===== src/rtl/cpu_pkg.sv =====
// Shared CPU definitions: opcode constants, reset/bubble defaults and the fetch-stage enums.
package cpu_pkg;

    localparam logic [5:0] OP_RTYPE = 6'h00;
    localparam logic [5:0] OP_J     = 6'h02;
    localparam logic [5:0] OP_BEQ   = 6'h04;
    localparam logic [5:0] OP_LW    = 6'h23;
    localparam logic [5:0] OP_SW    = 6'h2B;

    // sll $0,$0,0
    localparam logic [31:0] NOP_WORD = 32'h0000_0000;
    localparam logic [31:0] RESET_PC = 32'h0000_0000;

    typedef enum logic {
        IDLE,
        RUN
    } fetch_state_e;

    typedef enum logic [1:0] {
        PC_HOLD,
        PC_SEQ,
        PC_BRANCH,
        PC_JUMP
    } pc_sel_e;

    function automatic logic [5:0] opcode_of(input logic [31:0] instr);
        return instr[31:26];
    endfunction

endpackage


===== src/rtl/pc_next.sv =====
// Combinational next-PC selection: hold, sequential PC+4, branch target or jump target.
module pc_next
    import cpu_pkg::*;
#(
    parameter int unsigned ADDR_W = 32
) (
    input  logic [1:0]        sel_i,
    input  logic [ADDR_W-1:0] pc_i,
    input  logic [ADDR_W-1:0] ifid_pc4_i,
    input  logic [15:0]       imm_i,
    input  logic [25:0]       idx_i,
    output logic [ADDR_W-1:0] pc_plus4_o,
    output logic [ADDR_W-1:0] pc_next_o
);

    logic [ADDR_W-1:0] btgt;
    logic [ADDR_W-1:0] jtgt;

    assign pc_plus4_o = pc_i + ADDR_W'(4);

    // Targets are relative to the instruction sitting in ID, not the one being fetched.
    assign btgt = ifid_pc4_i + {{(ADDR_W-18){imm_i[15]}}, imm_i, 2'b00};
    assign jtgt = {ifid_pc4_i[ADDR_W-1:28], idx_i, 2'b00};

    always_comb begin
        pc_next_o = pc_i;
        unique case (pc_sel_e'(sel_i))
            PC_HOLD:   pc_next_o = pc_i;
            PC_SEQ:    pc_next_o = pc_plus4_o;
            PC_BRANCH: pc_next_o = btgt;
            PC_JUMP:   pc_next_o = jtgt;
            default:   pc_next_o = pc_i;
        endcase
    end

endmodule


===== src/rtl/fetch_unit.sv =====
// Instruction-fetch stage with IF/ID register: PC sequencing, ID-driven redirects, stall and flush.
module fetch_unit
    import cpu_pkg::*;
#(
    parameter int unsigned       ADDR_W   = 32,
    parameter logic [ADDR_W-1:0] RESET_PC = cpu_pkg::RESET_PC[ADDR_W-1:0],
    parameter logic [31:0]       NOP_WORD = cpu_pkg::NOP_WORD
) (
    input  logic              clk_i,
    input  logic              rst_n_i,
    input  logic              start_i,
    input  logic              stall_i,
    input  logic              branch_taken_i,
    input  logic [15:0]       branch_imm_i,
    input  logic              jump_i,
    input  logic [25:0]       jump_idx_i,
    output logic [ADDR_W-1:0] imem_addr_o,
    input  logic [31:0]       imem_data_i,
    output logic [31:0]       ifid_instr_o,
    output logic [ADDR_W-1:0] ifid_pc4_o,
    output logic              ifid_valid_o,
    output logic [5:0]        op_o,
    output logic [31:0]       fetch_cnt_o
);

    fetch_state_e      state_q, state_d;
    logic [ADDR_W-1:0] pc_q, pc_d;
    logic [31:0]       instr_q, instr_d;
    logic [ADDR_W-1:0] pc4_q, pc4_d;
    logic              valid_q, valid_d;
    logic [31:0]       cnt_q, cnt_d;

    pc_sel_e           sel;
    logic              run;
    logic [ADDR_W-1:0] pc_plus4;

    pc_next #(
        .ADDR_W(ADDR_W)
    ) u_pc_next (
        .sel_i      (sel),
        .pc_i       (pc_q),
        .ifid_pc4_i (pc4_q),
        .imm_i      (branch_imm_i),
        .idx_i      (jump_idx_i),
        .pc_plus4_o (pc_plus4),
        .pc_next_o  (pc_d)
    );

    always_comb begin
        state_d = state_q;
        run     = 1'b0;
        sel     = PC_HOLD;
        instr_d = instr_q;
        pc4_d   = pc4_q;
        valid_d = valid_q;
        cnt_d   = cnt_q;

        // The edge that sees start_i fetches; the edge that sees it low idles.
        unique case (state_q)
            IDLE: begin
                if (start_i) begin
                    state_d = RUN;
                    run     = 1'b1;
                end
            end
            RUN: begin
                if (!start_i) begin
                    state_d = IDLE;
                end else begin
                    run = 1'b1;
                end
            end
            default: state_d = IDLE;
        endcase

        if (!run) begin
            instr_d = NOP_WORD;
            pc4_d   = '0;
            valid_d = 1'b0;
        end else if (stall_i) begin
            sel = PC_HOLD;
        end else if (jump_i && valid_q) begin
            sel     = PC_JUMP;
            instr_d = NOP_WORD;
            pc4_d   = '0;
            valid_d = 1'b0;
        end else if (branch_taken_i && valid_q) begin
            sel     = PC_BRANCH;
            instr_d = NOP_WORD;
            pc4_d   = '0;
            valid_d = 1'b0;
        end else begin
            sel     = PC_SEQ;
            instr_d = imem_data_i;
            pc4_d   = pc_plus4;
            valid_d = 1'b1;
            cnt_d   = cnt_q + 32'd1;
        end
    end

    always_ff @(posedge clk_i or negedge rst_n_i) begin
        if (!rst_n_i) begin
            state_q <= IDLE;
            pc_q    <= RESET_PC;
            instr_q <= NOP_WORD;
            pc4_q   <= '0;
            valid_q <= 1'b0;
            cnt_q   <= '0;
        end else begin
            state_q <= state_d;
            pc_q    <= pc_d;
            instr_q <= instr_d;
            pc4_q   <= pc4_d;
            valid_q <= valid_d;
            cnt_q   <= cnt_d;
        end
    end

    assign imem_addr_o  = pc_q;
    assign ifid_instr_o = instr_q;
    assign ifid_pc4_o   = pc4_q;
    assign ifid_valid_o = valid_q;
    assign op_o         = opcode_of(instr_q);
    assign fetch_cnt_o  = cnt_q;

endmodule


===== config.mk =====
export PLATFORM = sky130hd
export DESIGN_NAME = fetch_unit
export DESIGN_NICKNAME = d
export VERILOG_FILES = /design/src/rtl/cpu_pkg.sv /design/src/rtl/pc_next.sv /design/src/rtl/fetch_unit.sv
export SDC_FILE = /design/constraint.sdc
export NUM_CORES = 1
export LEC_CHECK = 0
export CORE_UTILIZATION = 49
export CTS_CLUSTER_DIAMETER = 40
export DETAILED_ROUTE_END_ITERATION = 16
export PLACE_DENSITY = 0.81
export RECOVER_POWER = 50
export SLEW_MARGIN = 20
export SYNTH_ARGS = -nofsm -noshare
export SYNTH_HDL_FRONTEND = slang
export SYNTH_HIERARCHICAL = 1
export SYNTH_SLANG_ARGS = --single-unit

===== constraint.sdc =====
create_clock -name clk_i -period 3.69 [get_ports clk_i]
set_input_delay 1.107 -clock clk_i [delete_from_list [all_inputs] [get_ports clk_i]]
set_output_delay 1.107 -clock clk_i [all_outputs]
set_load 0.005 [all_outputs]

* Yosys cells after proc, flatten, opt, wreduce, memory -nomap -nowiden *
Index checks and enable logic that the tools add are counted.

cells by class
  $add $sub $neg = 3
  bitwise logic cells = 3
  reduce and logical (&&, ||, !) cells = 4
  equality and inequality tests = 4
  multiplexer cells = 18

operators with widths
  cell                                                  count
  2-to-1 mux 32 bit                                     8
  case mux 32 bit (3 select lines)                      1
  adder 32 x 1 -> 32 bit (second input constant)        1
  adder 32 x 3 -> 32 bit (second input constant)        1
  adder 32 bit                                          1
  2-to-1 mux 2 bit                                      4
  2-to-1 mux 1 bit                                      5
  equality test 2 bit (second input constant)           2
  AND reduction 4 bit                                   1
  NOT 1 bit                                             3
  equality test 2 x 1 -> 1 bit (second input constant)  1
  logical AND 1 bit                                     2
  zero test 2 bit                                       1
  inequality test 2 bit (second input constant)         1

storage, ports and cells
  input port bits = 80
  word-level logic and storage cells = 37
  output and inout port bits = 135
  bits in registers = 129

* Depth between registers and ports, before layout *
  depth in word-level cells = 7
  mapped depth = 9
  mapped depth without buffers = 9

* Modules after synthesis *
Netlist, hierarchy kept.

by module, submodules not included
  module      seq. area each (um^2)  cells each  area an instance (um^2)  times used
  fetch_unit  3,228.1                318         4,679.5                  1
  pc_next     0.0                    466         3,201.8                  1

* Least setup slack after synthesis *
Ideal clock, no wire load.

  path type = input to register
  start = in branch_imm_i[0]
  end = reg pc_q[30], in the netlist imem_addr_o[30]
  setup time = 0.121 ns
  arrival = 3.227 ns
  data required time = 3.569 ns
  cell stages on the path = 9
  buffers on the path = 0
  setup slack = 0.342 ns
  cells stage by stage = ha_1 -> fa_1 -> a211oi_1 -> o21ai_0 -> a32oi_1 -> a22oi_1 -> a41oi_1 -> mux2i_1 -> a22o_1

between the ends
  word-level cells in the longest chain between the ends = 2

ends and longest elaborated chain
  item                              RTL line           source
  from (decl)                       fetch_unit.sv:14   input logic [15:0] branch_imm_i,
  adder 32 bit                      pc_next.sv:22      assign btgt = ifid_pc4_i + {{(ADDR_W-18){imm_i[15]}}, imm_i, 2'b00};
  case mux 32 bit (3 select lines)  pc_next.sv:27      unique case (pc_sel_e'(sel_i))
  via pc_d[30]                      fetch_unit.sv:27   logic [ADDR_W-1:0] pc_q, pc_d;
  to (signal assigned)              fetch_unit.sv:111  pc_q <= pc_d;
  to (decl)                         fetch_unit.sv:27

The timed path passes the listed nets, and every way through them passes these cells.
A chain may end at the register's enable or synchronous reset.

* Final worst setup path *
Ends and elaborated chain as after synthesis.

==> qor.txt <==
Iteration-0 DRC Markers: 556
Crit path to: imem_addr_o[30]
Main combinational cell family by area after synthesis: compound AO/OA/AOI/OAI gates
Share of layout cells above drive strength 1: 0.1073
First-pass GRT wire length: 37240 um
Clock transition at path regs: 0.06 ns
Leak Pwr: 4.903 nW
Avg WL per Cell: 19.40 um
Row cnt: 45
PD cells: 463.5 nW/um^2
Post-synthesis simple-gate area fraction: 0.1562
Startpoint Class: primary input
Synthesized flop and latch total: 129
Final wirelength: 23970 um
Final worst setup slack: 0.09529 ns
Core Util, Final: 0.7109
Reg-to-Reg Start: ifid_pc4_o[2]
Hold Path Class: reg -> reg
Failing checks: capacitance limit, slew limit
Core Region: 15430 sq um
Die area: 16600 sq um
Fraction of registers with async set/reset: 1.000
Mapped Area: 7881 sq um
Max incr delay on CP: 0.42 ns
RSZ-0062 raised after global routing: no
Commonest cells in the netlist: dfrtp_1 (129), nand2_1 (77), a22o_1 (68)
Mapped Nets: 896
Syn Area/Cell: 10.05 sq um
Hold_buf cts: 0
Post-synth top flop: dfrtp_1
Setup CP Type: in -> reg
Distinct cells, synth: 71
Antenna-violating nets left: 0
Initial antenna violation count: 0
Cell count after synthesis: 784
Post-synth EDFFs: 0
CTS tree: yes
DR WL met3: 2198 um
Achievable Freq: 278.2 MHz
Synth Area in Compound Gates: 0.2104
Port bufs: 214
Final hold vios: 0
Gr ovfl total: 0
Overall Global Routing Usage: 0.2937
Nets: 1125
Vias per cell: 5.973
Dpl hpwl: 17210 um
Share of the synthesized area in the top cell type: 0.4096
Worst Reg-to-Reg Cells: 9
Launch point of the worst path: branch_imm_i[0]
Top-Level Pins: 215
Tcrit/Tclk final: 0.9742
Mux share of post-synthesis cell area: 0.04048
Area contributors post-synth: dfrtp_1 (41%), a22o_1 (7.6%), ha_1 (4.9%), xor2_1 (4.8%), xnor2_1 (4.6%)
Flop2flop setup slack: 0.77 ns
Max layer used: met4
Min Clock Period, post-route: 3.595 ns
Worst R2R End: imem_addr_o[30]
Max-cap violations: 1
Worst Path Buf+Inv: 1
Largest area contributor in the netlist: dfrtp_1
Worst slew pin tran: 1.933 ns
Post-cts repair resize count: 0
Slowest-stage cell, CP: clkdlybuf4s50_1
CTS H-Tree Depth: 4
Starting Density: 0.5109
Setup-failing EPs final: 0
Sequential fraction of the synthesis area: 0.4096
Rel. slew slack: -0.2883
Final Skew: 0.009995 ns
Skew-Pair Late Insertion Delay: 0.42 ns
Met2 WL: 11460 um
Longest Clk Path Bufs: 2
Largest net degree at the start of global routing: 77
Critical Path AT: 3.90 ns
Drt drc: 0
Die Ht: 128.8 um
Worst IR Drop VDD: 348.4 uV
Total iterations of the first detailed-routing run: 6
Crit Path Max Fanout: 2
TritonCTS Buffers: 17
Worst Path Required: 3.99 ns
Adder-Cell Fraction of Synth Area: 0.05175
Die W: 128.8 um
Layout area overhead: 39.15%
Post-Synth XOR/XNOR Area: 0.09335
Max-slew violation count: 77
Fillers: 1173
Via count: 7383
Setup Buffers After CTS: 0
Wl on met1: 9833 um
Antenna diode count: 0
Area occupied by registers: 3228 sq um
Worst path depth: 10
DP Worst Slack: -0.3340 ns
Most numerous cell in the Yosys netlist: dfrtp_1
Multi-input logic area: 4327 sq um
CTS root buf: clkbuf_16
Vias in the first global route: 7024
Placer Congestion: 0.9258
Outcome: finished, violations left
CTS Sinks: 129
Yosys warns: 6
Family with the most delay on the worst path: compound AO/OA/AOI/OAI gates
Crit end category: flop
Crit-path cells: clkdlybuf4s50_1 -> ha_1 -> fa_1 -> a211oi_1 -> o21ai_0 -> a32oi_2 -> a22oi_1 -> a41oi_2 -> mux2i_1 -> a22o_1
## worst min-delay path by stage
stage / from / endpoint / slack [ns] / depth (start not counted)
after detailed placement: fetch_cnt_o[31] / fetch_cnt_o[31] / 0.46 / 1
after global routing: ifid_instr_o[22] / ifid_instr_o[22] / 0.51 / 1
after floorplan: fetch_cnt_o[31] / fetch_cnt_o[31] / 0.46 / 1
after global placement: fetch_cnt_o[31] / fetch_cnt_o[31] / 0.45 / 1
after CTS: fetch_cnt_o[31] / fetch_cnt_o[31] / 0.47 / 1
final: fetch_cnt_o[31] / fetch_cnt_o[31] / 0.46 / 1
## layout make-up
class | count | area share
Timing Repair Buffer | 261 | 0.2259
Clock inverter | 12 | 0.01426
Tap cell | 211 | 0.02407
Clock buffer | 19 | 0.04039
Inverter | 19 | 0.006503
Multi-Input combinational cell | 585 | 0.3945
Sequential cell | 129 | 0.2944
## flip-flops by register name (all words and copies together), names as in the netlist
signal,count
ifid_valid_o,1
imem_addr_o,32
fetch_cnt_o,32
ifid_pc4_o,32
ifid_instr_o,32
## metrics by stage
| stage | hold slack, ns | instance area [sq um] | instances | power (W) | setup TNS [ns] |
|---|---|---|---|---|---|
| 2_1_floorplan | 0.4647 | 7881 | 784 | 0.002582 | 0 |
| 3_3_place_gp | 0.4544 | 10440 | 1205 | 0.003330 | -1.136 |
| 3_5_place_dp | 0.4600 | 10440 | 1205 | 0.003361 | -1.619 |
| 4_1_cts | 0.4694 | 11030 | 1236 | 0.005109 | 0 |
| 5_1_grt | 0.5113 | 10970 | 1236 | 0.005332 | 0 |
| 6_report | 0.4640 | 10970 | 1236 | 0.005084 | 0 |
## power breakdown
| group | internal (W) | switching (W) | leakage, nW | total [W] |
|---|---|---|---|---|
| logic | 0.000832 | 0.000651 | 2.91 | 0.00148 |
| clock network | 0.00108 | 0.000639 | 0.294 | 0.00172 |
| registers | 0.00160 | 0.000283 | 1.69 | 0.00188 |
| total | 0.00351 | 0.00157 | 4.90 | 0.00508 |
## layer usage
layer	global-route usage	vias to the layer above
li1	-	3387
met1	0.3759	3597
met2	0.4795	354
met3	0.08358	45
met4	0.09619	0
met5	0	-
## layout by cell type, fill, tap and decap left out, types with 9 or more instances in the layout
cell type,synthesis,routed
buf_4,8,43
nand2_1,77,77
ha_1,31,31
and3_1,9,9
nand3_1,27,29
nor3_1,8,11
a22o_1,68,68
inv_1,19,19
mux4_2,11,11
clkdlybuf4s50_1,0,184
dfrtp_1,129,129
a211oi_1,13,13
nor2_1,42,43
dlygate4sd3_1,0,29
a21o_1,12,12
xnor2_1,41,41
nand4_1,14,15
a21oi_1,48,48
xor2_1,43,43
o21ai_0,26,26
clkbuf_16,0,17
## cell families after synthesis
kind of cell             after synthesis
AO/OA/AOI/OAI                        228
XOR/XNOR                              84
adder cells (fa/ha/maj)               32
buffers and inverters                 70
flip-flops                           129
multiplexers                          18
AND/OR/NAND/NOR                      223
Note: power is estimated with default switching activity, not from simulation.
